### src/rtl/lcd_text_ctrl.sv
// rtl/lcd_text_ctrl.sv - HD44780-class 8-bit text LCD controller with init sequence and continuous refresh
// Optional feature macro: LCD_HEX_EN (hex-nibble to ASCII conversion on buffer writes)
module lcd_text_ctrl #(
    parameter int COLS        = 16,
    parameter int LINES       = 2,
    parameter int PWRUP_DELAY = 70,
    parameter int CMD_GAP     = 30,
    parameter int E_HIGH      = 4,
    parameter int CLR_DELAY   = 200
) (
    input  logic       CLK,
    input  logic       RESETN,
    input  logic       WR_EN,
    input  logic       WR_LINE,
    input  logic [4:0] WR_COL,
    input  logic [7:0] WR_DATA,
    input  logic       WR_HEX,
    output logic       INIT_DONE,
    output logic       FRAME_DONE,
    output logic       LCD_E,
    output logic       LCD_RS,
    output logic       LCD_RW,
    output logic [7:0] LCD_DATA
);

    localparam int MAX_A  = (PWRUP_DELAY > CMD_GAP) ? PWRUP_DELAY : CMD_GAP;
    localparam int MAXLEN = (MAX_A > CLR_DELAY) ? MAX_A : CLR_DELAY;
    localparam int CW     = $clog2(MAXLEN + 1);

    localparam logic [CW-1:0] PWR_LAST  = CW'(PWRUP_DELAY - 1);
    localparam logic [CW-1:0] GAP_LAST  = CW'(CMD_GAP - 1);
    localparam logic [CW-1:0] CLR_LAST  = CW'(CLR_DELAY - 1);
    localparam logic [CW-1:0] E_LAST    = CW'(E_HIGH);
    localparam logic [4:0]    LAST_COL  = 5'(COLS - 1);
    localparam logic          LAST_LINE = 1'(LINES - 1);
    localparam logic [1:0]    LINES_W   = 2'(LINES);
    localparam logic [5:0]    COLS_W    = 6'(COLS);

    typedef enum logic [2:0] {
        ST_PWRUP,
        ST_FUNC_SET,
        ST_DISP_ON,
        ST_ENTRY,
        ST_CLEAR,
        ST_ADDR,
        ST_CHAR
    } state_t;

    state_t        state, state_n;
    logic [CW-1:0] cnt, cnt_n;
    logic          line, line_n;
    logic [4:0]    col, col_n;
    logic          frame_n;
    logic          slot_last;
    logic          slot_rs;
    logic [7:0]    slot_data;
    logic          wr_ok;
    logic [7:0]    wr_val;
    logic [7:0]    mem [2][32];

    always_comb begin
        state_n   = state;
        cnt_n     = cnt + 1'b1;
        line_n    = line;
        col_n     = col;
        frame_n   = 1'b0;
        case (state)
            ST_PWRUP: slot_last = (cnt == PWR_LAST);
            ST_CLEAR: slot_last = (cnt == CLR_LAST);
            default:  slot_last = (cnt == GAP_LAST);
        endcase
        if (slot_last) begin
            cnt_n = '0;
            case (state)
                ST_PWRUP:    state_n = ST_FUNC_SET;
                ST_FUNC_SET: state_n = ST_DISP_ON;
                ST_DISP_ON:  state_n = ST_ENTRY;
                ST_ENTRY:    state_n = ST_CLEAR;
                ST_CLEAR: begin
                    state_n = ST_ADDR;
                    line_n  = 1'b0;
                end
                ST_ADDR: begin
                    state_n = ST_CHAR;
                    col_n   = '0;
                end
                ST_CHAR: begin
                    if (col == LAST_COL) begin
                        state_n = ST_ADDR;
                        if (line == LAST_LINE) begin
                            line_n  = 1'b0;
                            frame_n = 1'b1;
                        end else begin
                            line_n = 1'b1;
                        end
                    end else begin
                        col_n = col + 5'd1;
                    end
                end
                default: state_n = ST_PWRUP;
            endcase
        end
    end

    // Bus contents for the slot being entered; read with the pre-write buffer value.
    always_comb begin
        slot_rs   = (state_n == ST_CHAR);
        slot_data = 8'h00;
        case (state_n)
            ST_FUNC_SET: slot_data = (LINES == 2) ? 8'h38 : 8'h30;
            ST_DISP_ON:  slot_data = 8'h0C;
            ST_ENTRY:    slot_data = 8'h06;
            ST_CLEAR:    slot_data = 8'h01;
            ST_ADDR:     slot_data = line_n ? 8'hC0 : 8'h80;
            ST_CHAR:     slot_data = mem[line_n][col_n];
            default:     slot_data = 8'h00;
        endcase
    end

    always_ff @(posedge CLK) begin
        if (RESETN) begin
            state <= ST_PWRUP;
            cnt   <= '0;
            line  <= 1'b0;
            col   <= '0;
        end else begin
            state <= state_n;
            cnt   <= cnt_n;
            line  <= line_n;
            col   <= col_n;
        end
    end

    always_ff @(posedge CLK) begin
        if (RESETN) begin
            LCD_E      <= 1'b0;
            LCD_RS     <= 1'b0;
            LCD_DATA   <= 8'h00;
            INIT_DONE  <= 1'b0;
            FRAME_DONE <= 1'b0;
        end else begin
            LCD_E <= (state_n != ST_PWRUP) && (cnt_n != '0) && (cnt_n <= E_LAST);
            if ((state_n != ST_PWRUP) && (cnt_n == '0)) begin
                LCD_RS   <= slot_rs;
                LCD_DATA <= slot_data;
            end
            if (state_n == ST_ADDR) begin
                INIT_DONE <= 1'b1;
            end
            FRAME_DONE <= frame_n;
        end
    end

    assign LCD_RW = 1'b0;

    assign wr_ok = WR_EN && ({1'b0, WR_LINE} < LINES_W) && ({1'b0, WR_COL} < COLS_W);

`ifdef LCD_HEX_EN
    function automatic logic [7:0] hex_ascii(input logic [3:0] n);
        return (n <= 4'd9) ? (8'h30 + {4'h0, n}) : (8'h37 + {4'h0, n});
    endfunction

    assign wr_val = WR_HEX ? hex_ascii(WR_DATA[3:0]) : WR_DATA;
`else
    logic unused_wr_hex;
    assign unused_wr_hex = WR_HEX;
    assign wr_val        = WR_DATA;
`endif

    always_ff @(posedge CLK) begin
        if (RESETN) begin
            for (int l = 0; l < 2; l++) begin
                for (int c = 0; c < 32; c++) begin
                    mem[l][c] <= 8'h20;
                end
            end
        end else if (wr_ok) begin
            mem[WR_LINE][WR_COL] <= wr_val;
        end
    end

endmodule

### config.mk
export PLATFORM = sky130hd
export DESIGN_NAME = lcd_text_ctrl
export DESIGN_NICKNAME = d
export VERILOG_FILES = /design/src/rtl/lcd_text_ctrl.sv
export SDC_FILE = /design/constraint.sdc
export NUM_CORES = 1
export LEC_CHECK = 0
export BUFFER_PORTS_ARGS = -buffer_cell sky130_fd_sc_hd__buf_4
export CORE_MARGIN = 2
export CORE_UTILIZATION = 55
export CTS_CLUSTER_DIAMETER = 60
export DETAILED_ROUTE_END_ITERATION = 12
export GPL_TIMING_DRIVEN = 0
export PLACE_DENSITY = 0.74
export SETUP_SLACK_MARGIN = 0.3
export SKIP_LAST_GASP = 1
export SYNTH_ARGS = -nofsm -noshare
export SYNTH_HDL_FRONTEND = slang
export SYNTH_SLANG_ARGS = --single-unit
### constraint.sdc
create_clock -name CLK -period 4.55 [get_ports CLK]
set_input_delay 0.6825 -clock CLK [delete_from_list [all_inputs] [get_ports CLK]]
set_output_delay 0.6825 -clock CLK [all_outputs]
set_load 0.03 [all_outputs]
==> results.cfg <==
[worst_setup_path]
r2r-start = col[0]$_SDFF_PP0_
critPathKind = reg -> reg
crit_path_end_kind = register
cp-startpoint = col[0]$_SDFF_PP0_
arrival_ns = 4.76
worst-r2r-cell-count = 10
cp_max_fo = 10
required_ns = 5.04
start_kind = register

[timing]
fin_setup_tns_ns = 0
worst-slew-pin-transition_ns = 1.415
min_period_ns = 4.268
fin_crit_sh_pct = 93.80
maxSlewHeadroom_pct = 4.665
clock.fmax_mhz = 234.3
finalSetupViolCount = 0
maxSlewViolCount = 0
fin_skew_ns = 0.03740
rsz0062_at_grt = yes
finalHoldViolCount = 0

[min_path]
hp-class = in -> reg
hp-start = WR_DATA[5]
whs_path_depth = 2

[cts]
post_cts_buffers = 0
cts.sinks = 541
clk_pin_slew_ns = 0.06
hold_buffers = 0
cts_buffers = 56
clock_path_buffers = 3
cts-root-buf = clkbuf_16
cts_tree = yes
insertion_delay_ns = 0.65
h-tree-depth = 2

[power_and_ir_drop]
power_leakage_uw = 0.009542
max-vdd-ir-drop_mv = 0.3398
clockPowerShare_pct = 38.6
power_frac_seq_pct = 50.3
p_comb_share_pct = 11.1
p_int_uw = 8691
p_per_area_mw_per_mm2 = 429.5
sw_frac_of_total_pct = 25.97
p_sw_uw = 3049

[die]
rows = 76
die_y_um = 212.8
die_area_mm2 = 0.04529
initial_core_util_pct = 55.67
core_region_area_mm2 = 0.04308
ios = 31
die_w_um = 212.8

[drt]
drt_iter0_markers = 3512
first_pass_iters = 6
drc = 0
wirelength_um = 87370
wire_per_inst_um = 32.43
viasPerCell = 6.749
ant_nets = 0
dr_total_vias = 18180

[grt]
grt_remaining_overflow = 0
grt_max_degree = 32
antenna_found_initial = 3
grt_pass1_vias = 17340
grtUsageTotal_pct = 39.28
grt_pass1_wl_um = 122200

[synthesis]
post-synth-top-area-cell = edfxtp_1
synth_top_area_share_pct = 64.11
synth_ff_type = edfxtp_1
synth.area.top_cells = edfxtp_1 64%, nand2_1 4.0%, mux2i_1 3.5%
synth_edf_count = 512
yosysUniqueCellTypes = 88
ys_seq_elements = 541
syn-instance-count = 1846
ys_seq_area_share_pct = 66.53
avgSynthCellArea_um2 = 12.99
syn_area_mm2 = 0.02398
async_flop_share_pct = 0
yosys_warnings = 0

[placed_design]
dp_hpwl_um = 58190
port_buffers = 28
gp_congestion = 1.020

[cells_and_area]
layout-drive-gt1-share_pct = 11.67
multi_input_area_mm2 = 0.007755
area_delta_synth_final_pct = 13.99
regArea_mm2 = 0.01596
fillers = 3291
fin_util_pct = 63.46
nets = 2084

[run]
maxCapViolCount = 0

[run_status]
status = complete, no violations
worst paths after layout:
| check | endpoint | slack [ns] |
|---|---|---|
| worst max-delay path | LCD_DATA[2]$_SDFFE_PP0P_ | 0.28 |
| worst min-delay path | mem[0][165]$_SDFFCE_PN1P_ | 0.42 |
| worst max register to register | LCD_DATA[2]$_SDFFE_PP0P_ | 0.28 |
| worst min register to register | INIT_DONE$_SDFFE_PP0N_ | 0.48 |
cells in the final DEF (no fill, tap or decap), drive strengths merged, types with 25 or more instances in the layout:
cell and n:
mux2i 85, buf 105, and4 29, nor2 65, nand3 48, nand2 258
edfxtp 512, conb 129, o21ai 39, a211oi 58, dfxtp 29, and2 131
a32oi 26, clkbuf 164, a21oi 75, clkinv 27, a31oi 25
stage by stage:
| step | worst slack [ns] | power (uW) | std cells | hold slack [ns] | instance area (um^2) |
|---|---|---|---|---|---|
| finish | 0.2822 | 11740 | 2694 | 0.4177 | 27340 |
| global route | 0.2834 | 11910 | 2694 | 0.4030 | 27340 |
| CTS | 0.3043 | 11590 | 2692 | 0.4017 | 27230 |
| detailed placement | -0.1989 | 7208 | 2590 | 0.4706 | 25440 |
| global placement | -0.1460 | 7173 | 2586 | 0.4606 | 25400 |
| floorplan | 1.573 | 6651 | 1973 | 0.4561 | 24460 |
critical path, cell delays in order (launching register included):
cell	delay, ns
dfxtp_1	0.46
ha_1	0.28
nand4b_1	0.31
and3_1	0.32
and4_1	0.31
nor4_4	0.91
buf_2	0.55
a32oi_1	0.14
a31oi_1	0.33
o21ai_0	0.18
a32o_1	0.35
cell families after synthesis:
kind of cell	after synthesis	synth area share, %
muxes	92	3.960
DFF	541	66.53
and+or+nand+nor	656	14.14
other	2	0.03132
adders and majority gates	2	0.1043
AOI/OAI and AO/OA	367	11.29
buffers and inverters	177	3.532
xor gates and xnor gates	9	0.4070
Yosys cell counts, drive strengths merged (22+ instances only):
library cell    n
a211oi         58
a21oi          75
a31oi          25
a32oi          26
and2          131
and4           29
buf            77
clkbuf         90
dfxtp          29
edfxtp        512
mux2i          85
nand2         258
nand3          48
nand4          23
nor2           65
nor3           22
o21ai          39
routing by layer:
| layer | routed length (um) | share of wire, % | track usage [%] |
|---|---|---|---|
| met3 | 13730 | 16 | 12.96 |
| met2 | 37410 | 43 | 57.55 |
| met1 | 29380 | 34 | 50.15 |
| met4 | 6833 | 7.8 | 25.92 |
| met5 | 19 | 0.022 | 0 |
repair_timing:
| item | CTS | global route |
|---|---|---|
| endpoints found under the setup margin | 3 | 6 |
| pin swaps | 0 | 1 |
| resized for setup | 8 | 36 |
sequential cells by signal (all words and copies together), names as in the netlist:
register,count
mem,512
LCD_DATA,8
cnt,8
col,5
state,3
FRAME_DONE,1
INIT_DONE,1
LCD_E,1
LCD_RS,1
line,1
layout make-up:
class                           instances  share of cell area [%]
Tap cell                              585                   2.678
Antenna cell                            1                0.009155
Sequential cell                       541                   58.37
Clock inverter                         33                   1.002
Clock buffer                           69                   5.461
Buffer                                167                   3.067
Multi-Input combinational cell       1255                   28.37
Inverter                               10                  0.1373
Timing Repair Buffer                   33                  0.9063
power by group through the flow:
stage | registers (uW) | clock network (uW) | logic, uW
global route | 5930 | 4670 | 1310
floorplan | 5950 | 0 | 700
global placement | 5990 | 0 | 1190
finish | 5910 | 4530 | 1310
detailed placement | 6000 | 0 | 1210
CTS | 5900 | 4480 | 1210
No activity file was read; power rests on OpenSTA's default activity.
